File: src/rtl/nco_cordic_pkg.sv
// nco_cordic_pkg: arctangent table, rounding helper, FSM state encoding and
// gain constant shared by the CORDIC phase recovery block.
package nco_cordic_pkg;

  typedef enum logic [1:0] {
    IDLE = 2'd0,
    ROT  = 2'd1,
    DONE = 2'd2
  } state_e;

  // CORDIC gain K ~= 1.64676 in Q16; mag_o carries this factor uncorrected
  localparam int unsigned CORDIC_GAIN_Q16 = 32'd107922;
  localparam int unsigned ATAN_N          = 32'd24;

  // atan(2^-i) / 2pi * 2^32, rounded
  localparam logic [31:0] ATAN32 [0:23] = '{
    32'h20000000, 32'h12E4051E, 32'h09FB385B, 32'h051111D4,
    32'h028B0D43, 32'h0145D7E1, 32'h00A2F61E, 32'h00517C55,
    32'h0028BE53, 32'h00145F2F, 32'h000A2F98, 32'h000517CC,
    32'h00028BE6, 32'h000145F3, 32'h0000A2FA, 32'h0000517D,
    32'h000028BE, 32'h0000145F, 32'h00000A30, 32'h00000518,
    32'h0000028C, 32'h00000146, 32'h000000A3, 32'h00000051
  };

  // Rounding right-shift of the 32-bit table entry down to apr bits
  function automatic logic [31:0] atan_apr(input int unsigned i, input int unsigned apr);
    logic [32:0] sum;
    int unsigned sh;
    logic [31:0] res;
    res = 32'd0;
    sum = 33'd0;
    sh  = 32'd0;
    if ((i < ATAN_N) && (apr >= 32'd1) && (apr <= 32'd32)) begin
      sh = 32'd32 - apr;
      if (sh == 32'd0) begin
        res = ATAN32[i[4:0]];
      end else begin
        sum = {1'b0, ATAN32[i[4:0]]} + (33'd1 << (sh - 32'd1));
        res = 32'(sum >> sh);
      end
    end else begin
      res = 32'd0;
    end
    return res;
  endfunction

endpackage

File: src/rtl/nco_cordic_iter.sv
// nco_cordic_iter: one combinational CORDIC vectoring micro-rotation with a
// variable arithmetic shift selected by the iteration index.
module nco_cordic_iter
  import nco_cordic_pkg::*;
#(
  parameter int W   = 34,
  parameter int APR = 16
) (
  input  logic [W-1:0]   x_i,
  input  logic [W-1:0]   y_i,
  input  logic [APR-1:0] z_i,
  input  logic [4:0]     iter_i,
  output logic [W-1:0]   x_o,
  output logic [W-1:0]   y_o,
  output logic [APR-1:0] z_o
);

  logic [APR-1:0]      atan_tab_s [0:31];
  logic signed [W-1:0] x_sh_s;
  logic signed [W-1:0] y_sh_s;
  logic [APR-1:0]      atan_s;

  // Entries past the table end are zero so any 5-bit index is safe
  for (genvar g = 0; g < 32; g++) begin : g_atan
    assign atan_tab_s[g] = APR'(atan_apr(g, APR));
  end

  assign x_sh_s = $signed(x_i) >>> iter_i;
  assign y_sh_s = $signed(y_i) >>> iter_i;
  assign atan_s = atan_tab_s[iter_i];

  // Rotate toward y = 0 and accumulate the rotation angle into z
  always_comb begin
    x_o = x_i;
    y_o = y_i;
    z_o = z_i;
    if (!y_i[W-1]) begin
      x_o = x_i + y_sh_s;
      y_o = y_i - x_sh_s;
      z_o = z_i + atan_s;
    end else begin
      x_o = x_i - y_sh_s;
      y_o = y_i + x_sh_s;
      z_o = z_i - atan_s;
    end
  end

endmodule

File: src/rtl/nco_phase_recover.sv
// nco_phase_recover: iterative CORDIC vectoring that turns an NCO (sin, cos)
// pair into phase, uncompensated magnitude and sample-to-sample phase step.
// Optional feature macro: NCO_PHASE_RECOVER_INC_EN builds the phase-increment
// path; when undefined phi_inc_o is tied to zero.
module nco_phase_recover
  import nco_cordic_pkg::*;
#(
  parameter int MPR  = 32,
  parameter int APR  = 16,
  parameter int ITER = 16
) (
  input  logic           clk,
  input  logic           reset,
  input  logic           clken,
  input  logic           in_valid,
  output logic           in_ready,
  input  logic [MPR-1:0] fsin_i,
  input  logic [MPR-1:0] fcos_i,
  output logic [APR-1:0] phi_o,
  output logic [APR-1:0] phi_inc_o,
  output logic [MPR:0]   mag_o,
  output logic           out_valid
);

  // Two guard bits: one for the CORDIC gain, one so -2^(MPR-1) negates cleanly
  localparam int         W         = MPR + 2;
  localparam logic [4:0] LAST_ITER = 5'(ITER - 1);

  state_e         state_q;
  logic [4:0]     iter_q;
  logic [W-1:0]   x_q, y_q, x_d, y_d;
  logic [W-1:0]   x_ext_s, y_ext_s, x_ld_s, y_ld_s;
  logic [APR-1:0] z_q, z_d, z_ld_s, phi_res_s, phi_q;
  logic [MPR:0]   mag_q;
  logic           zero_q, in_ready_q, out_valid_q, last_s;

  assign x_ext_s = {{2{fcos_i[MPR-1]}}, fcos_i};
  assign y_ext_s = {{2{fsin_i[MPR-1]}}, fsin_i};

  // Left half-plane inputs are pre-rotated by pi so vectoring converges
  always_comb begin
    x_ld_s = x_ext_s;
    y_ld_s = y_ext_s;
    z_ld_s = {APR{1'b0}};
    if (x_ext_s[W-1]) begin
      x_ld_s = -x_ext_s;
      y_ld_s = -y_ext_s;
      z_ld_s = {1'b1, {(APR-1){1'b0}}};
    end else begin
      x_ld_s = x_ext_s;
      y_ld_s = y_ext_s;
      z_ld_s = {APR{1'b0}};
    end
  end

  nco_cordic_iter #(.W(W), .APR(APR)) u_iter (
    .x_i    (x_q),
    .y_i    (y_q),
    .z_i    (z_q),
    .iter_i (iter_q),
    .x_o    (x_d),
    .y_o    (y_d),
    .z_o    (z_d)
  );

  assign last_s    = (iter_q == LAST_ITER);
  // A (0,0) input has no angle; report zero instead of the accumulated sweep
  assign phi_res_s = zero_q ? {APR{1'b0}} : z_d;

  // Control FSM, datapath registers and registered result outputs
  always_ff @(posedge clk or posedge reset) begin
    if (reset) begin
      state_q     <= IDLE;
      iter_q      <= 5'd0;
      x_q         <= {W{1'b0}};
      y_q         <= {W{1'b0}};
      z_q         <= {APR{1'b0}};
      zero_q      <= 1'b0;
      in_ready_q  <= 1'b1;
      out_valid_q <= 1'b0;
      phi_q       <= {APR{1'b0}};
      mag_q       <= {(MPR+1){1'b0}};
    end else if (clken) begin
      case (state_q)
        IDLE: begin
          if (in_valid) begin
            x_q        <= x_ld_s;
            y_q        <= y_ld_s;
            z_q        <= z_ld_s;
            zero_q     <= (fsin_i == {MPR{1'b0}}) && (fcos_i == {MPR{1'b0}});
            iter_q     <= 5'd0;
            in_ready_q <= 1'b0;
            state_q    <= ROT;
          end
        end
        ROT: begin
          x_q    <= x_d;
          y_q    <= y_d;
          z_q    <= z_d;
          iter_q <= iter_q + 5'd1;
          if (last_s) begin
            phi_q       <= phi_res_s;
            mag_q       <= x_d[MPR:0];
            out_valid_q <= 1'b1;
            state_q     <= DONE;
          end
        end
        DONE: begin
          out_valid_q <= 1'b0;
          in_ready_q  <= 1'b1;
          state_q     <= IDLE;
        end
        default: begin
          out_valid_q <= 1'b0;
          in_ready_q  <= 1'b1;
          state_q     <= IDLE;
        end
      endcase
    end
  end

`ifdef NCO_PHASE_RECOVER_INC_EN
  logic [APR-1:0] prev_q, phi_inc_q;
  logic           first_q;

  // Phase step relative to the previous completed sample, modulo one turn
  always_ff @(posedge clk or posedge reset) begin
    if (reset) begin
      prev_q    <= {APR{1'b0}};
      phi_inc_q <= {APR{1'b0}};
      first_q   <= 1'b1;
    end else if (clken && (state_q == ROT) && last_s) begin
      phi_inc_q <= first_q ? {APR{1'b0}} : (phi_res_s - prev_q);
      prev_q    <= phi_res_s;
      first_q   <= 1'b0;
    end
  end

  assign phi_inc_o = phi_inc_q;
`else
  assign phi_inc_o = {APR{1'b0}};
`endif

  assign in_ready  = in_ready_q;
  assign out_valid = out_valid_q;
  assign phi_o     = phi_q;
  assign mag_o     = mag_q;

endmodule

File: config.mk
export PLATFORM = sky130hd
export DESIGN_NAME = nco_phase_recover
export DESIGN_NICKNAME = d
export VERILOG_FILES = /design/src/rtl/nco_cordic_pkg.sv /design/src/rtl/nco_cordic_iter.sv /design/src/rtl/nco_phase_recover.sv
export SDC_FILE = /design/constraint.sdc
export NUM_CORES = 1
export LEC_CHECK = 0
export ABC_AREA = 1
export CAP_MARGIN = 20
export CORE_ASPECT_RATIO = 0.5
export CORE_MARGIN = 5
export CORE_UTILIZATION = 60
export CTS_CLUSTER_DIAMETER = 200
export DETAILED_ROUTE_END_ITERATION = 10
export PLACE_DENSITY = 0.91
export SLEW_MARGIN = 20
export SYNTH_ARGS = -nofsm -noshare
export SYNTH_HDL_FRONTEND = slang
export SYNTH_SLANG_ARGS = --single-unit
File: constraint.sdc
create_clock -name clk -period 5.3 [get_ports clk]
set_input_delay 1.06 -clock clk [delete_from_list [all_inputs] [get_ports clk]]
set_output_delay 1.06 -clock clk [all_outputs]
set_load 0.005 [all_outputs]
* Word level (Yosys, flattened, before mapping) *
Memory sizes are Yosys's and may differ from the RTL's.
Index checks and enable logic that the tools add are counted.

storage, ports and cells
  register bits after elaboration = 143
  ROM bits = 512
  input port bits = 68
  output and inout bits = 67
  word-level logic and storage cells = 65
  memories = 1

operators by class
  add/subtract/negate cells = 9
  $lt $le $gt $ge = 1
  equal/unequal tests = 4
  shifts and indexed selects = 2
  muxes and demuxes = 24
  bitwise operators = 3
  reduce and logical (&&, ||, !) cells = 11

memories
  memory           words  bits a word  rd ports  clocked after memory_dff  wr ports  RTL line               text
  (no name shown)  32     16           1         0                         0         nco_cordic_iter.sv:30  assign atan_s = atan_tab_s[iter_i];

operators with widths
  cell                   count
  $mux W34               6
  $pmux W34 S2           2
  $mux W16               6
  $add A34 B34 Y34       2
  $neg A34 Y34           2
  $sshr A34 B5 Y34       2
  $sub A34 B34 Y34       2
  $logic_not A32 Y1      2
  $pmux W16 S2           1
  $reduce_and A3 Y1      6
  $add A16 B16 Y16       1
  $sub A16 B16 Y16       1
  $pmux W5 S2            1
  $ge A6 B6 Y1 const B   1
  $not A5 Y6             1
  $add A5 B1 Y5 const B  1
  $eq A5 B4 Y1 const B   1
  $mux W5                1
  $mux W2                2
  $ne A2 B2 Y1 const B   2
  $pmux W1 S2            2
  $pmux W2 S2            1
  $eq A2 B1 Y1 const B   1
  $logic_not A2 Y1       1
  4 further kinds        6

* Logic depth before layout (Yosys ltp) *
  word-level depth = 7
  mapped depth = 35
  depth with buffers taken out = 33

* Hierarchy *
From an unflattened synthesis, not the netlist that was laid out.

second synthesis, totals
  cells, all modules = 3344
  area total of the unflattened synthesis = 19357.3 um^2

by module, submodules not included
  module             instances  cells an instance  area an instance (um^2)  seq. area each (um^2)
  nco_cordic_iter    1          2143               11085.6                  0.0
  nco_phase_recover  1          1201               8271.7                   3579.7

* Worst setup path after synthesis *
Ideal clock, no wire load.

  path kind = flip-flop to flip-flop
  from = register iter_q[0]
  to = register y_q[24]
  library setup time = 0.077 ns
  arrival = 4.034 ns
  required time = 5.223 ns
  path slack = 1.189 ns
  cell stages (with the launch flop) = 32
  buffers on the path = 3
  period minus slack after synthesis = 4.111 ns
  path through = dfrtp_1 > buf_6 > buf_6 > buf_4 > nand2_1 > nand3_2 > nand3_1 > nand3_1 > nand3_1 > nand3_1 > inv_2 > ha_1 > inv_1 > nor2_1 > nand2_1 > nor2_4 > nand2_2 > nor3_4 > inv_2 > o21ai_2 > xor2_1 > inv_1 > ha_1 > nand2_1 > nor2_1 > inv_1 > o21ai_0 > a21oi_1 > o21ai_0 > xor2_1 > nand2_1 > a21oi_1

between the ends
  word-level cells in the longest chain between the ends = 4
  elaborated cells between the ends (all ways) = 5
  classes of those cells = add/sub (2); shift (1); mux (2)

ends and longest elaborated chain
  what                                                         RTL line                                      text
  from (decl)                                                  nco_phase_recover.sv:30                       logic [4:0] iter_q;
  from (signal assigned)                                       nco_phase_recover.sv:100                      iter_q <= iter_q + 5'd1;
  $sshr A34 B5 Y34 *                                           nco_cordic_iter.sv:28                         assign x_sh_s = $signed(x_i) >>> iter_i;
  $sub A34 B34 Y34 / $add A34 B34 Y34 (equally long branches)  nco_cordic_iter.sv:39, nco_cordic_iter.sv:43
  $mux W34 *                                                   nco_cordic_iter.sv:37                         if (!y_i[W-1]) begin
  $pmux W34 S2 *                                               nco_phase_recover.sv:84                       case (state_q)
  to (signal assigned)                                         nco_phase_recover.sv:76                       y_q <= {W{1'b0}};
  to (signal assigned)                                         nco_phase_recover.sv:88                       y_q <= y_ld_s;
  to (signal assigned)                                         nco_phase_recover.sv:98                       y_q <= y_d;
  to (decl)                                                    nco_phase_recover.sv:31                       logic [W-1:0] x_q, y_q, x_d, y_d;

Every way passes the cells marked *; elsewhere a longest branch is shown, timed or not.
A chain may end at the register's enable or synchronous reset.

* Worst setup path in the final report *
  from = register iter_q[3]
  to = register phi_q[11], in the netlist phi_o[11]

between the ends
  word-level cells in the longest chain between the ends = 7
  elaborated cells between the ends (all ways) = 10
  classes of those cells = add/sub (2); eq/ne (1); mux (4); bitwise (1); reduce/logical (1); memory (1)

ends and longest elaborated chain
  what                                                         RTL line                                      text
  $not A5 Y6 (not written as such)                             nco_cordic_iter.sv:30
  $mem_v2 Z32 W16                                              n/a
  $mux W16 (not written as such) (2 in series)                 nco_cordic_iter.sv:30
  $add A16 B16 Y16 / $sub A16 B16 Y16 (equally long branches)  nco_cordic_iter.sv:40, nco_cordic_iter.sv:44
  $mux W16                                                     nco_cordic_iter.sv:37
  $mux W16                                                     nco_phase_recover.sv:68                       assign phi_res_s = zero_q ? {APR{1'b0}} : z_d;
  to (signal assigned)                                         nco_phase_recover.sv:81                       phi_q <= {APR{1'b0}};
  to (signal assigned)                                         nco_phase_recover.sv:102                      phi_q <= phi_res_s;
  to (decl)                                                    nco_phase_recover.sv:33                       logic [APR-1:0] z_q, z_d, z_ld_s, phi_res_s, phi_q;

Several ways; a longest one is shown, not always the timed one. The select of a mux whose other input is x is not followed.

==> reports/results.tsv <==
metric	value	unit
gr-usage-all-layers	0.3949	
totalNegativeSetupSlack	0	ns
ffs_latches_synth	143	
die_height	132.1	um
outcome	completed	
synthesis.yosys.warnings	0	
core_area	0.02918	mm2
detail_route.drc_violations	0	
grt_pass1_vias	19160	
diodes	0	
place_congestion	1.099	
post-synth-top-area-cell	sky130_fd_sc_hd__dfrtp_1	
dominant_synthesized_flop_cell	sky130_fd_sc_hd__dfrtp_1	
maxClockFrequency	200.1	MHz
min_period_over_period	0.9428	
drive_gt1_frac	0.06225	
max_slew_violation_count	0	
tritoncts.num_buffers	17	
detail_route.first_pass.iterations	8	
post_synth.cell_area_avg	6.031	um2
path_class	reg2reg	
worst_slew_margin_rel	0.3301	
worst_ep_arrival_time	5.34	ns
floorplan.io_pins	135	
final_critical_path_setup_slack	0.3031	ns
final_antenna_net_count	0	
synth_edf_count	0	
finalWorstPathRequiredPeriod	4.997	ns
postSynth.asyncResetShare	1.000	
syn-instance-count	2965	
cts.sink_count	143	
port-buffer-count	118	
post_place_setup_slack	0.3113	ns
worst_skew_pair_later_pin_latency	0.47	ns
clock_tree.htree_level_count	4	
critical_path.endpoint_type	register	
unrepaired_setup_endpoints_after_global_routing	true	
post_cts.repair.setup_buffers	0	
maximum_number_of_pins_on_one_net_before_global_route_repair	96	
fillerInstances	2668	
number_of_endpoints_failing_setup_at_the_final_stage	0	
fp-row-count	44	
cts_root_buf	sky130_fd_sc_hd__clkbuf_16	
critPathLaunchType	register	
finish.instance_area	0.02001	mm2
dieArea	0.03357	mm2
avgRoutedWirePerCell	20.22	um
hold_viol_final	0	
critPathMaxFanout	18	
number_of_library_cell_types_mapped_by_synthesis	57	
routed_wirelength	69300	um
cell_area_after_synthesis	0.01788	mm2
area_delta_synth_final	11.89	%
skew	0.02047	ns
grt_pass1_wl	105500	um
dr_total_vias	21340	
dp_hpwl	54330	um
layout.cells.most_common	sky130_fd_sc_hd__nand2_1	
drtIter0Drc	3149	
most-common-layout-cells	834 x sky130_fd_sc_hd__nand2_1, 336 x sky130_fd_sc_hd__nand3_1, 275 x sky130_fd_sc_hd__nor2_1	
place_area	0.01932	mm2
clock_tree.buffer_depth	2	
viasPerCell	6.228	
worst_hold_path_type	reg2reg	
critPathRequiredTime	5.64	ns
dieWidth	254.1	um
yosysTopAreaCellShare	0.1987	
final.hold.worst_slack	0.4797	ns
seq_area_frac_synth	0.2002	
synth_area_leaders	sky130_fd_sc_hd__dfrtp_1 20%, sky130_fd_sc_hd__nand2_1 18%, sky130_fd_sc_hd__nand3_1 9.4%, sky130_fd_sc_hd__ha_1 6.6%, sky130_fd_sc_hd__nor2_1 5.9%	
cts_tree	built	
initial_core_util	0.6129	
antenna_found_initial	1	
gr-total-overflow	0	
drv.max_cap_violation_count	0	
design.final.nets	3188	
worstMarginPinSlew	1.004	ns
path_clk_slew	0.09	ns
## final cells by class
class,instances,area [um2],share of cell area
Clock buffer,19,432.9,0.02164
Clock inverter,13,177.7,0.008880
Inverter,282,1072,0.05359
Multi-Input combinational cell,2413,12640,0.6319
Sequential cell,143,3585,0.1792
Tap cell,391,489.2,0.02445
Timing Repair Buffer,166,1608,0.08036
## stage by stage
step | util | std cells
final | 0.6857 | 3427
after global routing | 0.6857 | 3427
after CTS | 0.6830 | 3426
after detailed placement | 0.6621 | 3394
after global placement | 0.6621 | 3394
after floorplan | - | 2980
## what timing repair did
action	4_1_cts	5_1_grt
endpoints found under the hold margin	0	0
resized for setup	0	22
endpoints found under the setup margin	0	45
hold buffers	0	0
## routing by layer
metal / vias to the layer above / GRT usage / part of all wire
met5: - / 0 / 0.00032
met4: 4 / 0.1263 / 0.037
met3: 198 / 0.09600 / 0.14
met2: 1456 / 0.5876 / 0.42
met1: 9752 / 0.5661 / 0.41
li1: 9933 / - / -
## worst max-delay path: stages (launching register included)
cell and delay, ns:
sky130_fd_sc_hd__dfrtp_1 0.59, sky130_fd_sc_hd__nor2_2 0.66, sky130_fd_sc_hd__buf_4 0.32, sky130_fd_sc_hd__nand3_1 0.14, sky130_fd_sc_hd__nand2_1 0.20, sky130_fd_sc_hd__inv_1 0.07, sky130_fd_sc_hd__ha_1 0.27, sky130_fd_sc_hd__inv_1 0.03
sky130_fd_sc_hd__o21ai_0 0.38, sky130_fd_sc_hd__inv_1 0.09, sky130_fd_sc_hd__ha_1 0.29, sky130_fd_sc_hd__nand2_1 0.06, sky130_fd_sc_hd__o21ai_0 0.28, sky130_fd_sc_hd__a21oi_1 0.12, sky130_fd_sc_hd__o21bai_1 0.28, sky130_fd_sc_hd__a31oi_1 0.17
sky130_fd_sc_hd__o21ai_0 0.34, sky130_fd_sc_hd__nand2_1 0.09, sky130_fd_sc_hd__inv_1 0.06, sky130_fd_sc_hd__o21ai_0 0.11, sky130_fd_sc_hd__nand2_1 0.09, sky130_fd_sc_hd__nand2_1 0.06, sky130_fd_sc_hd__nand3_1 0.08, sky130_fd_sc_hd__nand2_1 0.07
## state kept, by name, indices dropped and copies added, names as in the netlist, 2 cells and up
signal / cells
x_q: 34
y_q: 34
mag_o: 33
phi_o: 16
z_q: 16
iter_q: 5
state_q: 2
## synth_stat cells, drive strengths merged (3+ instances only)
master  number
nand2      847
nand3      350
nor2       296
inv        281
o21ai      231
a21oi      186
dfrtp      142
ha          94
xor2        88
buf         77
clkbuf      65
xnor2       49
a31oi       41
nor3        37
nand4       30
o211ai      25
or2         19
a211oi      12
nor4        11
o22ai       11
a21o        10
o21bai      10
nand3b       7
a32o         6
a221oi       4
a22oi        4
o21a         4
o221ai       4
o31ai        4
a21boi       3
fa           3
nor3b        3
## path summary, 6_finish.rpt
| kind | to | depth (start not counted) | slack [ns] | startpoint |
|---|---|---|---|---|
| max | phi_o[11]$_DFFE_PP0P_ | 23 | 0.30 | iter_q[3]$_DFFE_PP0P_ |
| min | mag_o[24]$_DFFE_PP0P_ | 2 | 0.48 | mag_o[24]$_DFFE_PP0P_ |
| max reg2reg | phi_o[11]$_DFFE_PP0P_ | 23 | 0.30 | iter_q[3]$_DFFE_PP0P_ |
| min reg2reg | mag_o[24]$_DFFE_PP0P_ | 2 | 0.48 | mag_o[24]$_DFFE_PP0P_ |
| max in group asynchronous | mag_o[23]$_DFFE_PP0P_ | 3 | 3.14 | reset |
| min in group asynchronous | y_q[10]$_DFFE_PP0P_ | 2 | 1.12 | reset |
## kinds of logic after synthesis
family                   Yosys count  synth area share
AO/OA/AOI/OAI                    559            0.1777
XOR/XNOR                         137           0.06710
adder cells (fa/ha/maj)           97           0.06913
buffers and inverters            424           0.09971
flip-flops                       143            0.2002
other                              1         0.0002097
AND/OR/NAND/NOR                 1604            0.3860
Power is not shown: default switching activity piles up to over one toggle a cycle in this logic, so the estimate is an artifact.
